<file path="config.mk">
export PLATFORM = sky130hd
export DESIGN_NAME = fetch_queue
export DESIGN_NICKNAME = d
export VERILOG_FILES = /design/src/rtl/fetch_queue.sv
export SDC_FILE = /design/constraint.sdc
export NUM_CORES = 1
export LEC_CHECK = 0
export ABC_CLOCK_PERIOD_IN_PS = 5100
export BUFFER_PORTS_ARGS = -buffer_cell sky130_fd_sc_hd__clkbuf_2
export CORE_MARGIN = 3
export CORE_UTILIZATION = 25
export CTS_CLUSTER_SIZE = 12
export DETAILED_ROUTE_END_ITERATION = 8
export HOLD_SLACK_MARGIN = 0.06
export MAX_ROUTING_LAYER = met4
export PLACE_DENSITY_LB_ADDON = 0.1
export SYNTH_ARGS = -nofsm -noshare
export SYNTH_HDL_FRONTEND = slang
export SYNTH_SLANG_ARGS = --single-unit
</file>
<file path="constraint.sdc">
create_clock -name clk -period 5.1 [get_ports clk]
set_input_delay 0.765 -clock clk [delete_from_list [all_inputs] [get_ports clk]]
set_output_delay 0.765 -clock clk [all_outputs]
set_load 0.01 [all_outputs]
</file>
<file path="src/rtl/fetch_queue.sv">
`default_nettype none
// ============================================================================
// Module  : fetch_queue
// Brief   : Sequential instruction prefetch with a credit-limited {instr, pc}
//           FIFO and redirect flush. Define FETCH_BYPASS_EN for same-cycle
//           presentation of a response when the FIFO is empty.
// Rev     : 1.0
// ============================================================================
module fetch_queue #(
    parameter int                         ADDRESS_WIDTH = 32,
    parameter int                         INSTR_WIDTH   = 32,
    parameter int                         DEPTH         = 4,
    parameter logic [ADDRESS_WIDTH-1:0]   RESET_PC      = '0
) (
    input  logic                      clk,
    input  logic                      reset,
    input  logic                      redirect,
    input  logic [ADDRESS_WIDTH-1:0]  redirect_pc,
    output logic                      mem_req,
    output logic [ADDRESS_WIDTH-1:0]  mem_addr,
    input  logic                      mem_gnt,
    input  logic                      mem_rvalid,
    input  logic [INSTR_WIDTH-1:0]    mem_rdata,
    output logic                      out_valid,
    output logic [INSTR_WIDTH-1:0]    out_instr,
    output logic [ADDRESS_WIDTH-1:0]  out_pc,
    input  logic                      out_ready
);

    localparam int c_ptr_w = $clog2(DEPTH);
    localparam int c_cnt_w = c_ptr_w + 1;
    localparam int c_occ_w = c_cnt_w + 1;
    localparam logic [c_cnt_w-1:0]       c_depth     = c_cnt_w'(DEPTH);
    localparam logic [ADDRESS_WIDTH-1:0] c_word_step = ADDRESS_WIDTH'(4);
    localparam logic [ADDRESS_WIDTH-1:0] c_align     = ~ADDRESS_WIDTH'(3);

    logic [ADDRESS_WIDTH-1:0] r_fetch_pc;
    logic [ADDRESS_WIDTH-1:0] r_resp_pc;
    logic [c_cnt_w-1:0]       r_inflight;
    logic [c_cnt_w-1:0]       r_drop;
    logic [c_cnt_w-1:0]       r_count;
    logic [c_ptr_w-1:0]       r_rd_ptr;
    logic [c_ptr_w-1:0]       r_wr_ptr;
    logic [INSTR_WIDTH-1:0]   r_instr_q [DEPTH];
    logic [ADDRESS_WIDTH-1:0] r_pc_q    [DEPTH];

    logic [c_occ_w-1:0]       w_occ;
    logic [ADDRESS_WIDTH-1:0] w_target;
    logic                     w_grant;
    logic                     w_resp_live;
    logic                     w_bypass;
    logic                     w_push;
    logic                     w_pop;

    assign w_occ    = c_occ_w'(r_inflight) + c_occ_w'(r_count);
    assign w_target = redirect_pc & c_align;
    assign mem_req  = !reset && !redirect && (w_occ < c_occ_w'(DEPTH));
    assign mem_addr = r_fetch_pc;
    assign w_grant  = mem_req && mem_gnt;

    // A response is kept only when nothing stale is still outstanding and no flush is happening.
    assign w_resp_live = mem_rvalid && !redirect && (r_drop == '0);
    assign w_pop       = (r_count != '0) && out_ready && !redirect;

`ifdef FETCH_BYPASS_EN
    assign w_bypass = w_resp_live && (r_count == '0);
    assign w_push   = w_resp_live && !(w_bypass && out_ready);
`else
    assign w_bypass = 1'b0;
    assign w_push   = w_resp_live;
`endif

    always_comb begin
        out_valid = 1'b0;
        out_instr = '0;
        out_pc    = '0;
        if (r_count != '0) begin
            out_valid = 1'b1;
            out_instr = r_instr_q[r_rd_ptr];
            out_pc    = r_pc_q[r_rd_ptr];
        end else if (w_bypass) begin
            out_valid = 1'b1;
            out_instr = mem_rdata;
            out_pc    = r_resp_pc;
        end
    end

    always_ff @(posedge clk) begin
        if (reset) begin
            r_fetch_pc <= RESET_PC;
            r_resp_pc  <= RESET_PC;
            r_inflight <= '0;
            r_drop     <= '0;
            r_count    <= '0;
            r_rd_ptr   <= '0;
            r_wr_ptr   <= '0;
        end else begin
            r_inflight <= r_inflight + c_cnt_w'(w_grant) - c_cnt_w'(mem_rvalid);
            if (redirect) begin
                r_fetch_pc <= w_target;
                r_resp_pc  <= w_target;
                // Every still-outstanding response is stale now, including those already
                // marked for dropping, so the new drop count is the post-cycle inflight.
                r_drop     <= r_inflight - c_cnt_w'(mem_rvalid);
                r_count    <= '0;
                r_rd_ptr   <= '0;
                r_wr_ptr   <= '0;
            end else begin
                if (w_grant) begin
                    r_fetch_pc <= r_fetch_pc + c_word_step;
                end
                if (mem_rvalid && (r_drop != '0)) begin
                    r_drop <= r_drop - c_cnt_w'(1);
                end
                if (w_resp_live) begin
                    r_resp_pc <= r_resp_pc + c_word_step;
                end
                if (w_push) begin
                    r_wr_ptr <= r_wr_ptr + c_ptr_w'(1);
                end
                if (w_pop) begin
                    r_rd_ptr <= r_rd_ptr + c_ptr_w'(1);
                end
                r_count <= r_count + c_cnt_w'(w_push) - c_cnt_w'(w_pop);
            end
        end
    end

    // Storage needs no reset; emptiness is tracked by r_count.
    always_ff @(posedge clk) begin
        if (!reset) begin
            assert (!(w_push && (r_count == c_depth)));
        end
        if (w_push) begin
            r_instr_q[r_wr_ptr] <= mem_rdata;
            r_pc_q[r_wr_ptr]    <= r_resp_pc;
        end
    end

endmodule
`default_nettype wire

</file>
# [Word-level counts from Yosys, hierarchy flattened]
# Memories as Yosys holds them, arrays and structs flattened. A register that Yosys moved wholly into a read port is not among the register bits.
# Cells that the tools add are included.
[word_totals] n_memories=2 input_bits=70 ramBits=256 out_inout_bits=98 register_bits=77
[mem_list] name="r_instr_q" words=4 width=32 rd=1 rd_clocked_by_memory_dff=1 write_ports=1 line_no="44" source="logic [INSTR_WIDTH-1:0] r_instr_q [DEPTH];"
[mem_list] name="r_pc_q" words=4 width=32 rd=1 rd_clocked_by_memory_dff=1 write_ports=1 line_no="45" source="logic [ADDRESS_WIDTH-1:0] r_pc_q [DEPTH];"
[op_classes] order_cmp=1 mux=15 add_sub_neg=11 reduce_logical=17
[ops] operator="$mux W32" count=6
[ops] operator="$add A32 B3 Y32 const B" count=2
[ops] operator="$sub A3 B1 Y3" count=3
[ops] operator="$logic_and A1 B1 Y1" count=8
[ops] operator="$mux W2" count=4
[ops] operator="$add A3 B1 Y3" count=2
[ops] operator="$mux W3" count=2
[ops] operator="$reduce_bool A2 Y1" count=3
[ops] operator="$reduce_bool A3 Y1" count=2
[ops] operator="$add A2 B1 Y2 const B" count=2
[ops] operator="$add A3 B3 Y4" count=1
[ops] operator="$lt A4 B3 Y1 const B" count=1
[ops] operator="$logic_not A3 Y1" count=1
[ops] operator="$mux W1" count=3
[ops] operator="$sub A3 B1 Y3 const B" count=1
[ops] operator="$logic_not A1 Y1" count=2
[ops] operator="$reduce_or A2 Y1" count=1

# [Longest topological paths before layout]
# Gate-level depths: netlist of run 1.
[depth] word_depth=6 ltp_mapped=14 mapped_depth_nobuf=12

# [Least setup slack after synthesis of run 1]
# Ideal clock, no wire load.
[synth_path] path_type="input -> register" from="in mem_rvalid" to="mem r_instr_q[0][0], enable pin" setup_slack_ns=1.799 cell_stages=4 required_ns=4.673 t_arrival_ns=2.874 path_buffers=1 cell_sequence="buf_2 nand3b_1 nor2_1 and2_1"
[synth_between] elab_chain_len=4
[synth_rtl] item="from (decl)" line_no="22" source="input logic mem_rvalid,"
[synth_rtl] item="$logic_and A1 B1 Y1 (2 in series)" line_no="62" source="assign w_resp_live = mem_rvalid && !redirect && (r_drop == '0);"
[synth_rtl] item="$mux W1" line_no="134" source="if (w_push) begin"
[synth_rtl] item="$mux W1 (implied by the code)" line_no="135" source="r_instr_q[r_wr_ptr] <= mem_rdata;"
[synth_rtl] item="to (decl)" line_no="44"
# Every way passes these cells.

==> impl_metrics.yaml, run 1 <==
clock_tree:
  clock_sinks: 323
  htreeDepth: 2
  root_buffer: "clkbuf_16"
  cts_resized: 0
  clock_latency_ns: 0.55
  cts_tree: "yes"
  clk_pin_slew_ns: 0.06
  post_cts_buffers: 0
  clock_path_buffers: 3
  hold_buffers: 0
  cts_inserted_buffers: 40
critical_path:
  max_stage_delay_ns: 0.86
  crit_chain: "buf_4 -> mux4_2 -> and2_1 -> clkbuf_2"
  critPathSlowestCell: "dfxtp_4"
  path_delay_family: "flip-flops"
  worst-path-buf-inv: 2
  path_max_fanout: 36
  critPathArrivalTime_ns: 2.74
  crit_path_end_kind: "primary output"
  start_kind: "flip-flop"
  crit_required_ns: 4.34
  path_class: "reg2out"
logic_synthesis:
  yosysWarnings: 0
  postSynth.asyncResetShare_pct: 0
  ys.flop_type: "edfxtp_1"
  yosysSeqAreaShare_pct: 64.7
  synth_cells: 939
  synth_enable_flop_cells: 248
  synth_area_mm2: 0.0138
  syn_area_per_cell_um2: 14.7
  ys_types: 66
  ys_seq_elements: 323
final_layout:
  fillerInstances: 5488
  drive_gt1_share_pct: 27.8
  utilization_pct: 30.7
  final_cell_mix: "edfxtp_1 (248), clkbuf_2 (161), dfxtp_1 (73)"
  final_common_cell: "edfxtp_1"
  syn_to_final_growth_pct: 20.5
  nets: 1190
  diodes: 0
  finalNonFillerCells: 1828
timing:
  maxSlewHeadroom_pct: 28.7
  tightest_slew_ns: 1.07
  rsz0062_at_grt: "no"
  fmax_ghz: 0.285
  layout_min_cycle_time_ns: 3.50
  drv_slew: 0
  hold_violations: 0
  skew_ns: 0.0154
  finalSetupTns_ns: 0
  finalSetupViolations: 0
  period_share_pct: 68.7
die:
  core_area_mm2: 0.0542
  die_w_um: 241
  start_util_pct: 25.5
  die_area_mm2: 0.0582
  die_h_um: 241
  std_cell_rows: 85
  io_pins: 168
run:
  drv_cap: 0
worst_hold_path:
  worstHoldPathType: "in2reg"
power_and_ir_drop:
  p_int_mw: 4.72
  seq_power_share_pct: 49.0
  p_switching_mw: 1.46
  cellPowerDensity_mw_per_mm2: 370
  comb_power_share_pct: 7.3
  p_leak_nw: 5.69
  power_frac_clock_pct: 43.7
  max-vdd-ir-drop_v: 0.000172
  swShare_pct: 23.6
route:
  drc: 0
  via_count: 8664
  vias_per_cell: 4.74
  initialDrtViolationCount: 554
  wl_mm: 37.7
  ant_nets: 0
  first_pass_iters: 4
  wl_per_cell_um: 20.6
placement:
  dp_hpwl_mm: 24.2
  port_buffers: 161
  dp_cells: 1756
  gp_congestion: 0.762
global_routing:
  grt_usage_pct: 13.4
  grt_pass1_wl_mm: 56.4
  grt_pass1_vias: 8699
  grt-ovfl-total: 0
  grt_start_max_net_pins: 66
  antenna_found_initial: 0
status:
  outcome: "finished clean"
[area by class of cell]
type	instances	area [um2]	area share, %
flip-flops and latches	323	8950	53.7
multi-input cells	532	4560	27.3
clock buffers	49	1080	6.45
repair buffers	181	956	5.73
well taps	696	871	5.22
clock inverters	23	169	1.01
inverters	24	90.1	0.540
[path summary, 6_finish.rpt]
check                            startpoint                         end  slack [ns]  cells after the start
setup reg to reg     r_drop[0]$_SDFFE_PP0P_       r_count[2]$_SDFF_PP0_        2.14                     12
setup / recovery                  flip-flop                   out_pc[7]        1.60                      4
hold / removal                mem_rdata[29]  r_instr_q[1][29]$_DFFE_PP_        0.44                      1
hold reg to reg   mem_addr[31]$_SDFFE_PP0P_   mem_addr[31]$_SDFFE_PP0P_        0.49                      1
[kinds of logic (layout without fill, tap and decap cells)]
kind of cell,Yosys count,count (layout),synth area share (%)
flops,323,323,64.7
compound gates,127,127,6.87
buf+inv,87,277,2.51
other cells,1,4,0.0271
simple gates,298,298,12.6
fa+ha+maj,18,18,1.74
mux,65,65,10.3
xor+xnor,20,20,1.27
[routing by layer]
metal,vias up,part of all wire (%),routed length (um),global-route usage (%)
met3,44,5.1,1930,2.58
met5,-,0,0,-
met4,0,1.7,652,3.51
li1,4050,-,-,-
met1,4348,48,18000,18.4
met2,222,45,17100,20.3
[cell usage after synthesis (13+ instances only)]
cell type,instances,share of area (%)
nor2_1,32,0.87
xnor2_1,17,1.1
nand4_1,18,0.81
dfxtp_1,75,11
inv_1,23,0.62
clkbuf_1,49,1.3
and2_1,72,3.3
ha_1,16,1.4
or4_1,22,1.2
nand2_1,36,0.98
mux4_2,62,10
nor4_1,16,0.72
and4_1,13,0.82
edfxtp_1,248,54
nand3_1,38,1.4
o211ai_1,13,0.71
[power groups by stage]
stage          clock network [mW]  registers (mW)  logic (mW)
6_report                     2.70            3.03       0.449
5_1_grt                      2.91            3.04       0.502
4_1_cts                      2.81            3.03       0.462
3_5_place_dp                    0            3.08       0.460
3_3_place_gp                    0            3.08       0.460
2_1_floorplan                   0            3.06       0.271
[worst register-to-register path: cells and delay by family, from the launching register on]
kind,cells,cell delay (ns)
simple gates,3,0.86
fa+ha+maj,4,1.13
xor+xnor,2,0.32
flops,1,0.29
buf+inv,3,0.27
[per-stage QoR]
step	setup slack, ns	total power [mW]	cell area [um2]	hold slack [ns]
final	1.60	6.18	16700	0.438
after global routing	1.34	6.45	16700	0.404
after CTS	1.42	6.30	16700	0.389
after detailed placement	1.72	3.54	15400	0.490
after global placement	1.66	3.54	15400	0.496
after floorplan	1.80	3.33	13800	0.475
[registers in the layout, indices dropped and copies added (netlist names), named ones only]
register,cells
mem_addr,30
r_count,3
r_drop,3
r_inflight,3
r_instr_q,128
r_pc_q,120
r_rd_ptr,2
r_resp_pc,30
r_wr_ptr,2
Power figures use the tool's default switching activity.
==> run 2, diff against run 1 <==
--- a/config.mk
+++ b/config.mk
@@ -5,7 +5,7 @@
 export SDC_FILE = /design/constraint.sdc
 export NUM_CORES = 1
 export LEC_CHECK = 0
-export ABC_CLOCK_PERIOD_IN_PS = 5100
+export ABC_CLOCK_PERIOD_IN_PS = 3040
 export BUFFER_PORTS_ARGS = -buffer_cell sky130_fd_sc_hd__clkbuf_2
 export CORE_MARGIN = 3
 export CORE_UTILIZATION = 25
==> constraint.sdc (replaced) <==
create_clock -name clk -period 3.04 [get_ports clk]
set_input_delay 0.456 -clock clk [delete_from_list [all_inputs] [get_ports clk]]
set_output_delay 0.456 -clock clk [all_outputs]
set_load 0.01 [all_outputs]
==> run 2 against run 1 <==
  * Via count is 0.82% higher
  * Hold slack worse by 0.31 ns
  * Flip-flop and latch count unchanged
  * Critical path type unchanged
  * Combinational power rose by 71%
  * Largest power group unchanged
==> impl_metrics.yaml, run 2 (synthesis gave the netlist of run 1 again) <==
global_routing:
  grt_pass1_wl_mm: 55.9
  grt-ovfl-total: 0
  grt_pass1_vias: 8825
  grt_start_max_net_pins: 65
  antenna_found_initial: 1
  grt_usage_pct: 13.2
worst_hold_path:
  worstHoldPathType: "in2reg"
  worstHoldStart: "mem_rdata[5]"
  whs_path_depth: 1
  hold_path_end: "r_instr_q[1][5]$_DFFE_PP_"
critical_path:
  path_max_fanout: 7
  critPathArrivalTime_ns: 2.39
  r2r.worst_path.cells: 11
  crit_required_ns: 2.58
  path_class: "reg2out"
  start_kind: "flip-flop"
  r2r-start: "r_inflight[2]$_SDFF_PP0_"
  rr_endpoint: "r_inflight[2]$_SDFF_PP0_"
  crit_path_end_kind: "primary output"
  r2r_setup_slack_ns: 0.29
final_layout:
  syn_to_final_growth_pct: 22.4
  drive_gt1_share_pct: 28.8
  final_common_cell: "edfxtp_1"
  final_cell_mix: "edfxtp_1 (248), clkbuf_2 (161), dfxtp_1 (73)"
  regMostFlops: "r_instr_q"
  largest_reg_flops: 128
  reg_top3: "r_instr_q (128), r_pc_q (120)"
  nets: 1204
  fin_area_mm2: 0.0169
die:
  io_pins: 168
  die_w_um: 241
  die_area_mm2: 0.0582
  core_area_mm2: 0.0542
  die_h_um: 241
  std_cell_rows: 85
  start_util_pct: 25.5
clock_tree:
  clock_latency_ns: 0.55
  clock_sinks: 323
  clk_pin_slew_ns: 0.05
  cts_tree: "yes"
  cts_inserted_buffers: 40
  clock_path_buffers: 3
  root_buffer: "clkbuf_16"
  htreeDepth: 2
route:
  vias_per_cell: 4.74
  wl_per_cell_um: 20.2
  via_count: 8735
  ant_nets: 0
  wl_mm: 37.3
  drc: 0
  initialDrtViolationCount: 500
  first_pass_iters: 5
power_and_ir_drop:
  swShare_pct: 22.9
  p_int_mw: 8.11
  cellPowerDensity_mw_per_mm2: 621
  seq_power_share_pct: 48.3
  power_frac_clock_pct: 44.4
  comb_power_share_pct: 7.3
  p_switching_mw: 2.41
  p_leak_nw: 5.80
  max-vdd-ir-drop_v: 0.000306
timing:
  finalSetupViolations: 0
  hold_violations: 0
  finalSetupTns_ns: 0
  skew_ns: 0.0252
  maxSlewHeadroom_pct: 53.2
  drv_slew: 0
  layout_min_cycle_time_ns: 2.85
  tightest_slew_ns: 0.695
  fmax_ghz: 0.351
  rsz0062_at_grt: "no"
  period_share_pct: 93.6
placement:
  gp_congestion: 0.773
  place_area_mm2: 0.0156
  port_buffers: 161
  dp_hpwl_mm: 24.6
status:
  outcome: "finished clean"
run:
  drv_cap: 0
-- run 2: cell count changes in the layout (fill, tap and decap cells not counted), moves of 2 or more --
cell	delta
clkbuf_1	+3
clkbuf_8	-2
bufinv_16	+2
buf_12	+8
clkinv_1	-5
buf_4	+6
-- run 2: layer usage --
metal  up-vias  global-route usage (%)  part of all wire (%)
li1       4066                       -                     -
met1      4382                    17.4                    46
met2       233                    20.8                    47
met3        54                    3.16                   5.5
met4         0                    3.02                   1.8
met5         -                       -                     0
-- run 2: worst max path at each step --
stage                              from  slack (ns)                       end  cells past startpoint
5_1_grt        r_inflight[2]$_SDFF_PP0_        0.09                   mem_req                      5
2_1_floorplan  r_inflight[2]$_SDFF_PP0_        0.02  r_inflight[2]$_SDFF_PP0_                     14
6_report       r_inflight[2]$_SDFF_PP0_        0.19                   mem_req                      5
3_3_place_gp   r_inflight[2]$_SDFF_PP0_        0.32  r_inflight[2]$_SDFF_PP0_                     11
3_5_place_dp   r_inflight[2]$_SDFF_PP0_        0.30  r_inflight[2]$_SDFF_PP0_                     11
4_1_cts        r_inflight[2]$_SDFF_PP0_        0.13                   mem_req                      5
-- run 2: repair_timing --
item | 4_1_cts | 5_1_grt
gates resized for setup | 1 | 0
hold endpoints to repair | 0 | 0
endpoints found under the setup margin | 1 | 0
setup buffers | 0 | 0
hold buffers | 0 | 0
-- run 2: metrics by stage --
step	power, mW	utilization (%)	setup slack [ns]	hold WS, ns	cells
finish	10.5	31.2	0.195	0.131	1841
global route	11.0	31.2	0.0905	0.0978	1841
CTS	10.7	31.2	0.130	0.0830	1840
detailed placement	5.96	28.8	0.302	0.522	1770
global placement	5.96	28.8	0.316	0.509	1770
floorplan	5.58	-	0.0187	0.475	942
-- run 2: worst max-delay path, stage by stage, from the launching register on --
cell      delay (ns)
dfxtp_1         0.42
ha_1            0.28
or3_1           0.47
nor4_2          0.33
buf_4           0.22
clkbuf_2        0.14
-- run 2: power groups by stage --
stage | Combinational, mW | Clock (mW) | Sequential (mW)
after floorplan | 0.453 | 0 | 5.13
after detailed placement | 0.790 | 0 | 5.17
final | 0.767 | 4.67 | 5.08
after CTS | 0.793 | 4.87 | 5.08
after global placement | 0.790 | 0 | 5.17
after global routing | 0.862 | 5.05 | 5.10
-- run 2: area by class of cell --
class	count	area, um2
Fill cell	5413	37300
Timing Repair Buffer	195	1160
Inverter	24	90.1
Multi-Input combinational cell	532	4560
Antenna cell	1	2.50
Sequential cell	323	8950
Clock inverter	19	206
Tap cell	696	871
Clock buffer	51	1080
==> run 3, diff against run 2 <==
--- a/config.mk
+++ b/config.mk
@@ -5,7 +5,7 @@
 export SDC_FILE = /design/constraint.sdc
 export NUM_CORES = 1
 export LEC_CHECK = 0
-export ABC_CLOCK_PERIOD_IN_PS = 3040
+export ABC_CLOCK_PERIOD_IN_PS = 3500
 export BUFFER_PORTS_ARGS = -buffer_cell sky130_fd_sc_hd__clkbuf_2
 export CORE_MARGIN = 3
 export CORE_UTILIZATION = 25
==> constraint.sdc (replaced) <==
create_clock -name clk -period 3.5 [get_ports clk]
set_input_delay 0.525 -clock clk [delete_from_list [all_inputs] [get_ports clk]]
set_output_delay 0.525 -clock clk [all_outputs]
set_load 0.01 [all_outputs]
==> run 3 against run 2 <==
  * Wire length is 1.5% higher
  * Cell count is 0.33% lower
  * Combinational power is 13% lower
  * Die area stayed put
  * Critical path depth is 1 lower
  * Flip-flop and latch count stayed put
  * Design area hardly changed
  * Setup slack better by 0.45 ns
  * Non-clock buffer count is 7 lower
  * Register-to-register slack better by 0.46 ns
  * Clock power is 9.9% lower
  * Largest power group unchanged
==> impl_metrics.yaml, run 3 (synthesis gave the netlist of run 1 again) <==
die:
  die_area_mm2: 0.0582
  core_area_mm2: 0.0542
  die_w_um: 241
  io_pins: 168
  start_util_pct: 25.5
  die_h_um: 241
  std_cell_rows: 85
placement:
  place_area_mm2: 0.0156
  gp_congestion: 0.761
  dp_hpwl_mm: 24.8
  port_buffers: 161
global_routing:
  grt_usage_pct: 13.3
  grt_pass1_vias: 8858
  grt_pass1_wl_mm: 56.5
  grt_start_max_net_pins: 65
  grt-ovfl-total: 0
  antenna_found_initial: 2
timing:
  finalSetupTns_ns: 0
  rsz0062_at_grt: "no"
  period_share_pct: 81.6
  maxSlewHeadroom_pct: 37.5
  layout_min_cycle_time_ns: 2.86
  hold_violations: 0
  fmax_ghz: 0.350
  hold_slack_ns: 0.194
  tightest_slew_ns: 0.934
  drv_slew: 0
  skew_ns: 0.0145
  finalSetupViolations: 0
final_layout:
  largest_reg_flops: 128
  final_common_cell: "edfxtp_1"
  syn_to_final_growth_pct: 22.5
  fin_area_mm2: 0.0169
  fillerInstances: 5404
  diodes: 0
  regMostFlops: "r_instr_q"
  drive_gt1_share_pct: 28.3
  utilization_pct: 31.2
  reg_top3: "r_instr_q (128), r_pc_q (120)"
  final_cell_mix: "edfxtp_1 (248), clkbuf_2 (161), dfxtp_1 (73)"
  nets: 1196
route:
  vias_per_cell: 4.76
  drc: 0
  wl_mm: 37.8
  first_pass_iters: 5
  via_count: 8733
  wl_per_cell_um: 20.6
  initialDrtViolationCount: 461
  ant_nets: 0
clock_tree:
  clk_pin_slew_ns: 0.06
  hold_buffers: 0
  cts_tree: "yes"
  root_buffer: "clkbuf_16"
  cts_inserted_buffers: 39
  clock_sinks: 323
  cts_resized: 0
  clock_latency_ns: 0.55
  post_cts_buffers: 0
  htreeDepth: 2
  clock_path_buffers: 3
critical_path:
  crit_path_end_kind: "primary output"
  critPathArrivalTime_ns: 2.33
  critPathSlowestCell: "dfxtp_4"
  path_class: "reg2out"
  start_kind: "flip-flop"
  crit_chain: "buf_12 -> mux4_2 -> and2_1 -> clkbuf_2"
  crit_required_ns: 2.97
  path_max_fanout: 27
  max_stage_delay_ns: 0.58
power_and_ir_drop:
  cellPowerDensity_mw_per_mm2: 548
  swShare_pct: 23.0
  p_int_mw: 7.15
  comb_power_share_pct: 7.2
  power_mw: 9.28
  p_leak_nw: 5.79
  power_frac_clock_pct: 45.3
  max-vdd-ir-drop_v: 0.000279
  seq_power_share_pct: 47.5
  p_switching_mw: 2.13
status:
  outcome: "finished clean"
run:
  drv_cap: 0
worst_hold_path:
  worstHoldPathType: "in2reg"
## run 3: layout make-up
type                    instances  area (um2)  share of cell area [%]
clock buffers                  49        1060                    6.24
clock inverters                23         275                    1.63
inverters                      24        90.1                   0.532
multi-input cells             532        4560                    26.9
flip-flops and latches        323        8950                    52.9
well taps                     696         871                    5.14
repair buffers                188        1130                    6.69
## run 3: worst paths after layout
path                            startpoint  cells past startpoint  slack, ns                          to
hold reg to reg   mem_addr[8]$_SDFFE_PP0P_                      2       0.52    mem_addr[8]$_SDFFE_PP0P_
setup / recovery                 flip-flop                      4       0.64                  out_pc[23]
setup reg to reg  r_inflight[2]$_SDFF_PP0_                     11       0.75    r_inflight[2]$_SDFF_PP0_
hold / removal               mem_rdata[27]                      1       0.19  r_instr_q[2][27]$_DFFE_PP_
## run 3: power by group through the flow
stage / logic [mW] / clock network (mW) / registers, mW
after floorplan: 0.394 / 0 / 4.45
after global placement: 0.686 / 0 / 4.49
after detailed placement: 0.689 / 0 / 4.49
after CTS: 0.692 / 4.36 / 4.41
after global routing: 0.754 / 4.52 / 4.43
final: 0.668 / 4.21 / 4.41
## run 3: metrics by stage
stage,worst slack [ns],instances
floorplan,0.430,942
global placement,0.695,1763
detailed placement,0.707,1763
CTS,0.501,1835
global route,0.466,1835
finish,0.643,1835
## run 3: worst max-delay path, delay by kind of cell (launching register included)
family                 cells  cell delay [ns]
buffers and inverters      2             0.46
flip-flops                 1             0.58
multiplexers               1             0.52
AND/OR/NAND/NOR            1             0.21
## run 3: routing by layer
metal	GRT usage [%]	wire, um
met1	17.7	17800
met3	2.79	1900
met4	3.49	812
met5	-	0
met2	20.7	17300
